**src/rtl/clock_set_ctrl.sv**
```systemverilog
// Clock/date/alarm set-mode controller: button-driven BCD editing with commit strobes.
// Optional idle abort is compiled in when CLOCK_SET_TIMEOUT_EN is defined.
module clock_set_ctrl #(
    parameter int TIMEOUT_S = 30
) (
    input  logic        mclk_i,
    input  logic        rst_i,
    input  logic        sec_tick_i,
    input  logic        btn_mode_i,
    input  logic        btn_sel_i,
    input  logic        btn_inc_i,
    input  logic [23:0] cur_time_i,
    input  logic [2:0]  cur_weekday_i,
    input  logic [15:0] cur_year_i,
    output logic [1:0]  clk_mode_o,
    output logic [1:0]  field_o,
    output logic [23:0] edit_time_o,
    output logic [2:0]  edit_weekday_o,
    output logic [15:0] edit_year_o,
    output logic [15:0] edit_alarm_o,
    output logic        time_load_o,
    output logic        date_load_o,
    output logic        alarm_load_o,
    output logic        blink_o
);

    typedef enum logic [1:0] {
        IDLE      = 2'd0,
        SET_TIME  = 2'd1,
        SET_DATE  = 2'd2,
        SET_ALARM = 2'd3
    } state_e;

    state_e      state_q;
    logic [1:0]  field_q;
    logic [23:0] edit_time_q;
    logic [2:0]  edit_weekday_q;
    logic [15:0] edit_year_q;
    logic [15:0] edit_alarm_q;
    logic        time_load_q;
    logic        date_load_q;
    logic        alarm_load_q;
    logic        blink_q;

    logic [23:0] edit_time_d;
    logic [2:0]  edit_weekday_d;
    logic [15:0] edit_year_d;
    logic [15:0] edit_alarm_d;
    logic        any_btn;
    logic        timeout_fire;
    logic        to_idle;

    // Two-digit BCD increment; lim is the last legal value before wrapping to 00.
    function automatic logic [7:0] bcd2_inc(input logic [7:0] v, input logic [7:0] lim);
        logic [7:0] r;
        if (v >= lim)
            r = 8'h00;
        else if (v[3:0] >= 4'd9)
            r = {v[7:4] + 4'd1, 4'h0};
        else
            r = {v[7:4], v[3:0] + 4'd1};
        return r;
    endfunction

    function automatic logic [15:0] bcd4_inc(input logic [15:0] v);
        logic        carry;
        logic [15:0] r;
        carry = 1'b1;
        r     = v;
        for (int k = 0; k < 4; k++) begin
            if (carry) begin
                if (v[4*k +: 4] >= 4'd9) begin
                    r[4*k +: 4] = 4'd0;
                end else begin
                    r[4*k +: 4] = v[4*k +: 4] + 4'd1;
                    carry       = 1'b0;
                end
            end
        end
        return r;
    endfunction

    // Increment candidates for the field under the cursor; applied only on an accepted btn_inc.
    always_comb begin
        edit_time_d    = edit_time_q;
        edit_weekday_d = edit_weekday_q;
        edit_year_d    = edit_year_q;
        edit_alarm_d   = edit_alarm_q;
        case (state_q)
            SET_TIME: begin
                case (field_q)
                    2'd0:    edit_time_d[23:16] = bcd2_inc(edit_time_q[23:16], 8'h23);
                    2'd1:    edit_time_d[15:8]  = bcd2_inc(edit_time_q[15:8], 8'h59);
                    default: edit_time_d[7:0]   = 8'h00;
                endcase
            end
            SET_DATE: begin
                if (field_q == 2'd0)
                    edit_weekday_d = (edit_weekday_q >= 3'd6) ? 3'd0 : edit_weekday_q + 3'd1;
                else
                    edit_year_d = bcd4_inc(edit_year_q);
            end
            SET_ALARM: begin
                if (field_q == 2'd0)
                    edit_alarm_d[15:8] = bcd2_inc(edit_alarm_q[15:8], 8'h23);
                else
                    edit_alarm_d[7:0]  = bcd2_inc(edit_alarm_q[7:0], 8'h59);
            end
            default: ;
        endcase
    end

    assign any_btn = btn_mode_i | btn_sel_i | btn_inc_i;

`ifdef CLOCK_SET_TIMEOUT_EN
    logic [7:0] idle_cnt_q;

    // A button in the same cycle as the final tick restarts the count instead of aborting.
    assign timeout_fire = (state_q != IDLE) && !any_btn && sec_tick_i &&
                          ({1'b0, idle_cnt_q} + 9'd1 >= 9'(TIMEOUT_S));

    always_ff @(posedge mclk_i) begin
        if (!rst_i)
            idle_cnt_q <= 8'd0;
        else if (state_q == IDLE || any_btn || timeout_fire)
            idle_cnt_q <= 8'd0;
        else if (sec_tick_i)
            idle_cnt_q <= idle_cnt_q + 8'd1;
    end
`else
    assign timeout_fire = 1'b0;
    if (TIMEOUT_S < 1 || TIMEOUT_S > 255) begin : g_timeout_unused
    end
`endif

    assign to_idle = (btn_mode_i && state_q == SET_ALARM) || timeout_fire;

    always_ff @(posedge mclk_i) begin
        if (!rst_i) begin
            state_q        <= IDLE;
            field_q        <= 2'd0;
            edit_time_q    <= 24'h000000;
            edit_weekday_q <= 3'd0;
            edit_year_q    <= 16'h2024;
            edit_alarm_q   <= 16'h0000;
            time_load_q    <= 1'b0;
            date_load_q    <= 1'b0;
            alarm_load_q   <= 1'b0;
            blink_q        <= 1'b0;
        end else begin
            time_load_q  <= 1'b0;
            date_load_q  <= 1'b0;
            alarm_load_q <= 1'b0;
            if (btn_mode_i) begin
                field_q <= 2'd0;
                case (state_q)
                    IDLE: begin
                        state_q     <= SET_TIME;
                        edit_time_q <= cur_time_i;
                    end
                    SET_TIME: begin
                        state_q        <= SET_DATE;
                        time_load_q    <= 1'b1;
                        edit_weekday_q <= cur_weekday_i;
                        edit_year_q    <= cur_year_i;
                    end
                    SET_DATE: begin
                        state_q     <= SET_ALARM;
                        date_load_q <= 1'b1;
                    end
                    default: begin
                        state_q      <= IDLE;
                        alarm_load_q <= 1'b1;
                    end
                endcase
            end else if (state_q != IDLE) begin
                if (btn_sel_i) begin
                    if (field_q == ((state_q == SET_TIME) ? 2'd2 : 2'd1))
                        field_q <= 2'd0;
                    else
                        field_q <= field_q + 2'd1;
                end else if (btn_inc_i) begin
                    edit_time_q    <= edit_time_d;
                    edit_weekday_q <= edit_weekday_d;
                    edit_year_q    <= edit_year_d;
                    edit_alarm_q   <= edit_alarm_d;
                end else if (timeout_fire) begin
                    state_q <= IDLE;
                    field_q <= 2'd0;
                end
            end

            if (to_idle || state_q == IDLE)
                blink_q <= 1'b0;
            else if (sec_tick_i)
                blink_q <= ~blink_q;
        end
    end

    assign clk_mode_o     = state_q;
    assign field_o        = field_q;
    assign edit_time_o    = edit_time_q;
    assign edit_weekday_o = edit_weekday_q;
    assign edit_year_o    = edit_year_q;
    assign edit_alarm_o   = edit_alarm_q;
    assign time_load_o    = time_load_q;
    assign date_load_o    = date_load_q;
    assign alarm_load_o   = alarm_load_q;
    assign blink_o        = blink_q;

endmodule
```
**config.mk**
```make
export PLATFORM = sky130hd
export DESIGN_NAME = clock_set_ctrl
export DESIGN_NICKNAME = d
export VERILOG_FILES = /design/src/rtl/clock_set_ctrl.sv
export SDC_FILE = /design/constraint.sdc
export NUM_CORES = 1
export LEC_CHECK = 0
export CAP_MARGIN = 10
export CORE_AREA = 2 2 98 100
export CTS_CLUSTER_DIAMETER = 30
export DETAILED_ROUTE_END_ITERATION = 10
export DIE_AREA = 0 0 100 102
export PLACE_DENSITY = 0.72
export SYNTH_ARGS = -nofsm -noshare
export SYNTH_HDL_FRONTEND = slang
export SYNTH_SLANG_ARGS = --single-unit
```
**constraint.sdc**
```tcl
create_clock -name mclk_i -period 2.9 [get_ports mclk_i]
set_clock_uncertainty 0.2 [all_clocks]
set_input_delay 0.435 -clock mclk_i [delete_from_list [all_inputs] [get_ports mclk_i]]
set_output_delay 0.435 -clock mclk_i [all_outputs]
set_load 0.01 [all_outputs]
```
=== Word-level counts from Yosys, hierarchy flattened ===
Cells that the tools add are included.

* $add $sub $neg: 14
* Magnitude comparators: 13
* Equal/unequal tests: 10
* Muxes and demuxes: 56
* Bitwise logic cells: 5
* Reduce and logical (&&, ||, !) cells: 38

{| class="wikitable"
|+ Operators with widths
! kind !! number
|-
| $mux 24 || 6
|-
| $mux 16 || 7
|-
| $mux 8 || 11
|-
| $reduce_and 7->1 || 7
|-
| $add 4x1->4 const B || 12
|-
| $reduce_and 6->1 || 7
|-
| $ge 4x4->1 const B || 8
|-
| $mux 4 || 7
|-
| $mux 3 || 8
|-
| $reduce_bool 2->1 || 12
|-
| $ge 8x6->1 const B || 2
|-
| $ge 8x7->1 const B || 2
|-
| $mux 1 || 14
|-
| $ne 2x1->1 const B || 3
|-
| $pmux 2 s3 || 1
|-
| $reduce_bool 3->1 || 2
|-
| $reduce_or 2->1 || 3
|-
| $not 1->1 || 5
|-
| $eq 2x1->1 const B || 2
|-
| $eq 2x2->1 const B || 2
|-
| $logic_not 2->1 || 2
|-
| $mux 2 || 2
|-
| $ne 2x2->1 const B || 2
|-
| $reduce_and 2->1 || 2
|-
| 7 further kinds || 7
|}

* Flip-flop bits (word level): 67
* Input port bits: 49
* Output and inout port bits: 67
* Logic and storage cells: 156

=== Depth between registers and ports, before layout ===
* Depth after elaboration: 17
* Mapped depth: 8
* Mapped depth without buffers: 6

=== Worst setup path before layout ===
Ideal clock, no wire load.

* Kind: register to register
* Start: reg state_q[0] (netlist: clk_mode_o[0])
* End: reg edit_time_q[8] (netlist: edit_time_o[8])
* Library setup time: 0.134 ns
* Arrival: 1.933 ns
* Data required time: 2.566 ns
* Path slack: 0.633 ns
* Stages on the path, launching flop included: 7
* Buffers on the path: 0
* Period minus slack after synthesis: 2.267 ns
* Cells stage by stage: dfxtp_1 > inv_1 > ha_1 > or4b_4 > o21a_1 > a221oi_1 > a211oi_1

* Word-level cells in the longest chain between the ends: 3
* Elaborated cells on any way between the ends: 7
* Those cells by class: eq/ne (2); reduce/logical (5)

{| class="wikitable"
|+ RTL lines
! item !! RTL line !! source
|-
| start, declared || 34 || <nowiki>state_e state_q;</nowiki>
|-
| start signal, assigned || 140 || <nowiki>state_q <= IDLE;</nowiki>
|-
| start signal, assigned || 158 || <nowiki>state_q <= SET_TIME;</nowiki>
|-
| start signal, assigned || 162 || <nowiki>state_q <= SET_DATE;</nowiki>
|-
| $logic_not 2->1, or another cell as far along || 156 || <nowiki>case (state_q)</nowiki>
|-
| $ne 2x1->1 (no line) or $reduce_bool 2->1 (tied branches) || -- ||
|-
| $reduce_and 6->1 (no line) (*) || -- ||
|-
| end signal, assigned || 159 || <nowiki>edit_time_q <= cur_time_i;</nowiki>
|-
| end signal, assigned || 183 || <nowiki>edit_time_q <= edit_time_d;</nowiki>
|-
| end, declared || 36 || <nowiki>logic [23:0] edit_time_q;</nowiki>
|}

Every way passes the cells marked *; elsewhere a longest branch is shown, timed or not.
A chain may end at the register's enable or synchronous reset.

=== Worst setup path in the final report ===
* Start: reg state_q[0] (netlist: clk_mode_o[0])
* End: reg edit_time_q[23] (netlist: edit_time_o[23])

* Word-level cells in the longest chain between the ends: 3
* Elaborated cells on any way between the ends: 7
* Those cells by class: eq/ne (2); reduce/logical (5)

{| class="wikitable"
|+ RTL lines
! item !! RTL line
|-
| $logic_not 2->1, or another cell as far along || 156
|-
| $ne 2x1->1 (no line) or $reduce_bool 2->1 (tied branches) || --
|-
| $reduce_and 7->1 (no line) (*) || --
|}

Marks and branches as above.

==> impl_metrics.json <==
{
  "num_rows": 35,
  "synthesis.area_sq_um": 3990,
  "finalSetupViolCount": 0,
  "rsz0062_at_grt": "false",
  "tightestPinTransition_ns": 0.647,
  "switching_share": 0.317,
  "die_w_um": 100,
  "routed_wl_um": 10700,
  "power_frac_clock": 0.318,
  "antenna_cells": 0,
  "first_global_vias": 3694,
  "p_per_area_nw_per_um2": 415,
  "cts_tree": "built",
  "critPathRequiredTime_ns": 2.97,
  "clkTransAtPathRegs_ns": 0.09,
  "syn_area_per_cell_sq_um": 8.82,
  "internal_power_mw": 1.54,
  "p_comb_frac": 0.229,
  "grt_max_degree": 53,
  "syn_inst": 453,
  "ys_async_sr_fraction": 0,
  "p_leak_nw": 2.13,
  "place_congestion": 0.828,
  "timing.fmax_mhz": 391,
  "grt_antenna_before_repair": 0,
  "htreeDepth": 3,
  "met3_usage": 0.0356,
  "met1_usage": 0.281,
  "postCtsSetupBuffers": 0,
  "vias": 3865,
  "finalCriticalPeriod_ns": 2.56,
  "synth_flop_cell": "dfxtp_1",
  "hold_buffers": 0,
  "ir_drop_uv": 237,
  "layout-drive-gt1-share": 0.0789,
  "outcome": "completed",
  "worstSkewPairLatency_ns": 0.34,
  "drt_iter0_markers": 163,
  "grt.busiest_layer": "met2",
  "vias_per_cell": 5.68,
  "cts.sinks": 67,
  "fin_crit_sh": 0.882,
  "grt_pass1_wl_um": 17600,
  "synth_edf_count": 0,
  "hold_viol": 0,
  "die-height_um": 102,
  "wl_per_cell_um": 15.6,
  "grt_use_total": 0.213,
  "ys_seq_area_frac": 0.336,
  "fin_nets": 654,
  "grt_remaining_overflow": 0,
  "worstPathArrival_ns": 2.63,
  "critPathLaunchType": "flip-flop",
  "cts_made_buffers": 9,
  "path_class": "reg2reg",
  "yosysWarningCount": 0,
  "fillers": 856,
  "port_buffers": 115,
  "p_switching_uw": 714,
  "dr.pass1.iters": 4,
  "core-area_sq_um": 9110,
  "rrSetupSlack_ns": 0.34,
  "fp.dieArea_sq_um": 10200,
  "ios": 116,
  "maxSlewViolCount": 0,
  "seq_power_share": 0.453,
  "ys_types": 68,
  "ys_seq_elements": 67,
  "path_max_fanout": 7,
  "cts_root_buf": "clkbuf_8",
  "synthToLayoutAreaGrowth_pct": 36.0,
  "start_util": 0.438,
  "ant_nets": 0,
  "fin_util": 0.596,
  "end_kind": "flip-flop",
  "drcViolationCount": 0,
  "hpwl_um": 7720,
  "met2_usage": 0.355,
  "synth_fp_nets": 542,
  "tns_ns": 0,
  "hold_class": "reg2reg",
  "drv_cap": 0,
  "cts_resized": 0,
  "relSlewSlack": 0.569,
  "cts_buffer_depth": 2
}
-- final cells by class --
cell class                 instances  area [sq um]  share of cell area
multi-input combinational        328          2420               0.445
inverter                          36           135              0.0249
timing repair buffer             123          1220               0.224
tap                              111           139              0.0256
clock inverter                     7          58.8              0.0108
clock buffer                       9           124              0.0228
sequential                        67          1340               0.247
-- worst max-delay path, cell delays in order, from the launching register on --
cell and delay [ns]:
dfxtp_1 0.44, inv_1 0.09, ha_1 0.32, or4b_4 0.61, o21ai_1 0.28, and2_1 0.31, mux2i_1 0.24
-- logic make-up after synthesis --
group,after synthesis,share of synthesized area
AOI/OAI and AO/OA,139,0.264
muxes,7,0.0175
xor gates and xnor gates,10,0.0219
DFF,67,0.336
and+or+nand+nor,132,0.176
adders and majority gates,40,0.125
buffers and inverters,58,0.0592
-- layout by cell type (no fill, tap or decap), types with 9 or more instances in the layout --
| cell type | n |
|---|---|
| a211oi_1 | 12 |
| clkbuf_8 | 9 |
| clkdlybuf4s50_1 | 114 |
| nand2_1 | 37 |
| nor2_1 | 21 |
| o21ai_0 | 12 |
| dfxtp_1 | 67 |
| a21oi_1 | 27 |
| ha_1 | 40 |
| inv_1 | 35 |
| nand3_1 | 24 |
-- per-layer routing --
layer | part of all wire | wire length [um]
met1 | 0.46 | 4910
met2 | 0.48 | 5070
met3 | 0.051 | 543
met4 | 0.012 | 130
met5 | 0 | 0
-- power groups by stage --
stage	Sequential (mW)	Combinational (mW)	Clock, mW
final	1.02	0.517	0.718
after global routing	1.03	0.566	0.782
after CTS	1.02	0.518	0.738
after detailed placement	1.04	0.513	0
after global placement	1.04	0.501	0
after floorplan	1.05	0.269	0
-- state kept, by name (all words and copies together), names as in the netlist, 2 cells and up --
signal,count
clk_mode_o,2
edit_alarm_o,16
edit_time_o,24
edit_weekday_o,3
edit_year_o,16
field_o,2
-- path summary, 6_finish.rpt --
check | startpoint | depth (start not counted) | end
worst max register to register | clk_mode_o[0] | 6 | edit_time_o[23]
worst min register to register | edit_time_o[0] | 2 | edit_time_o[0]
worst min-delay path | edit_time_o[0] | 2 | edit_time_o[0]
worst max-delay path | clk_mode_o[0] | 6 | edit_time_o[23]
-- synthesized netlist by cell type (all sizes together), types with 5 or more instances --
library cell  instances  area (sq um)
clkbuf               15          56.3
o211a                 6          60.1
nand2b                5          31.3
o211ai                5          37.5
xnor2                 6          52.6
buf                   7          45.0
o21ai                14          73.8
inv                  35           131
mux2i                 7          70.1
a31oi                 6          37.5
nand2                37           139
a21o                  5          37.5
dfxtp                67          1340
a32o                  8          80.1
and3                  8          50.1
a221oi                8          70.1
ha                   40           500
o2111ai               5          43.8
a211oi               12          90.1
o21a                  5          37.5
a22oi                 7          52.6
a21oi                29           153
nand3                24           120
nor3                  5          30.0
and2                  6          37.5
nor2                 22          85.1
or3b                  6          52.6
nor4                  5          31.3
-- metrics by stage --
stage               area [sq um]  setup WS (ns)  hold slack (ns)  total power, mW  instances
floorplan                   3990          0.633            0.276             1.32        453
global placement            5250          0.380            0.236             1.54        665
detailed placement          5250          0.293            0.246             1.55        665
CTS                         5430          0.353            0.256             2.28        681
global route                5430          0.176            0.270             2.38        681
finish                      5430          0.343            0.253             2.26        681
Power figures use the tool's default switching activity.
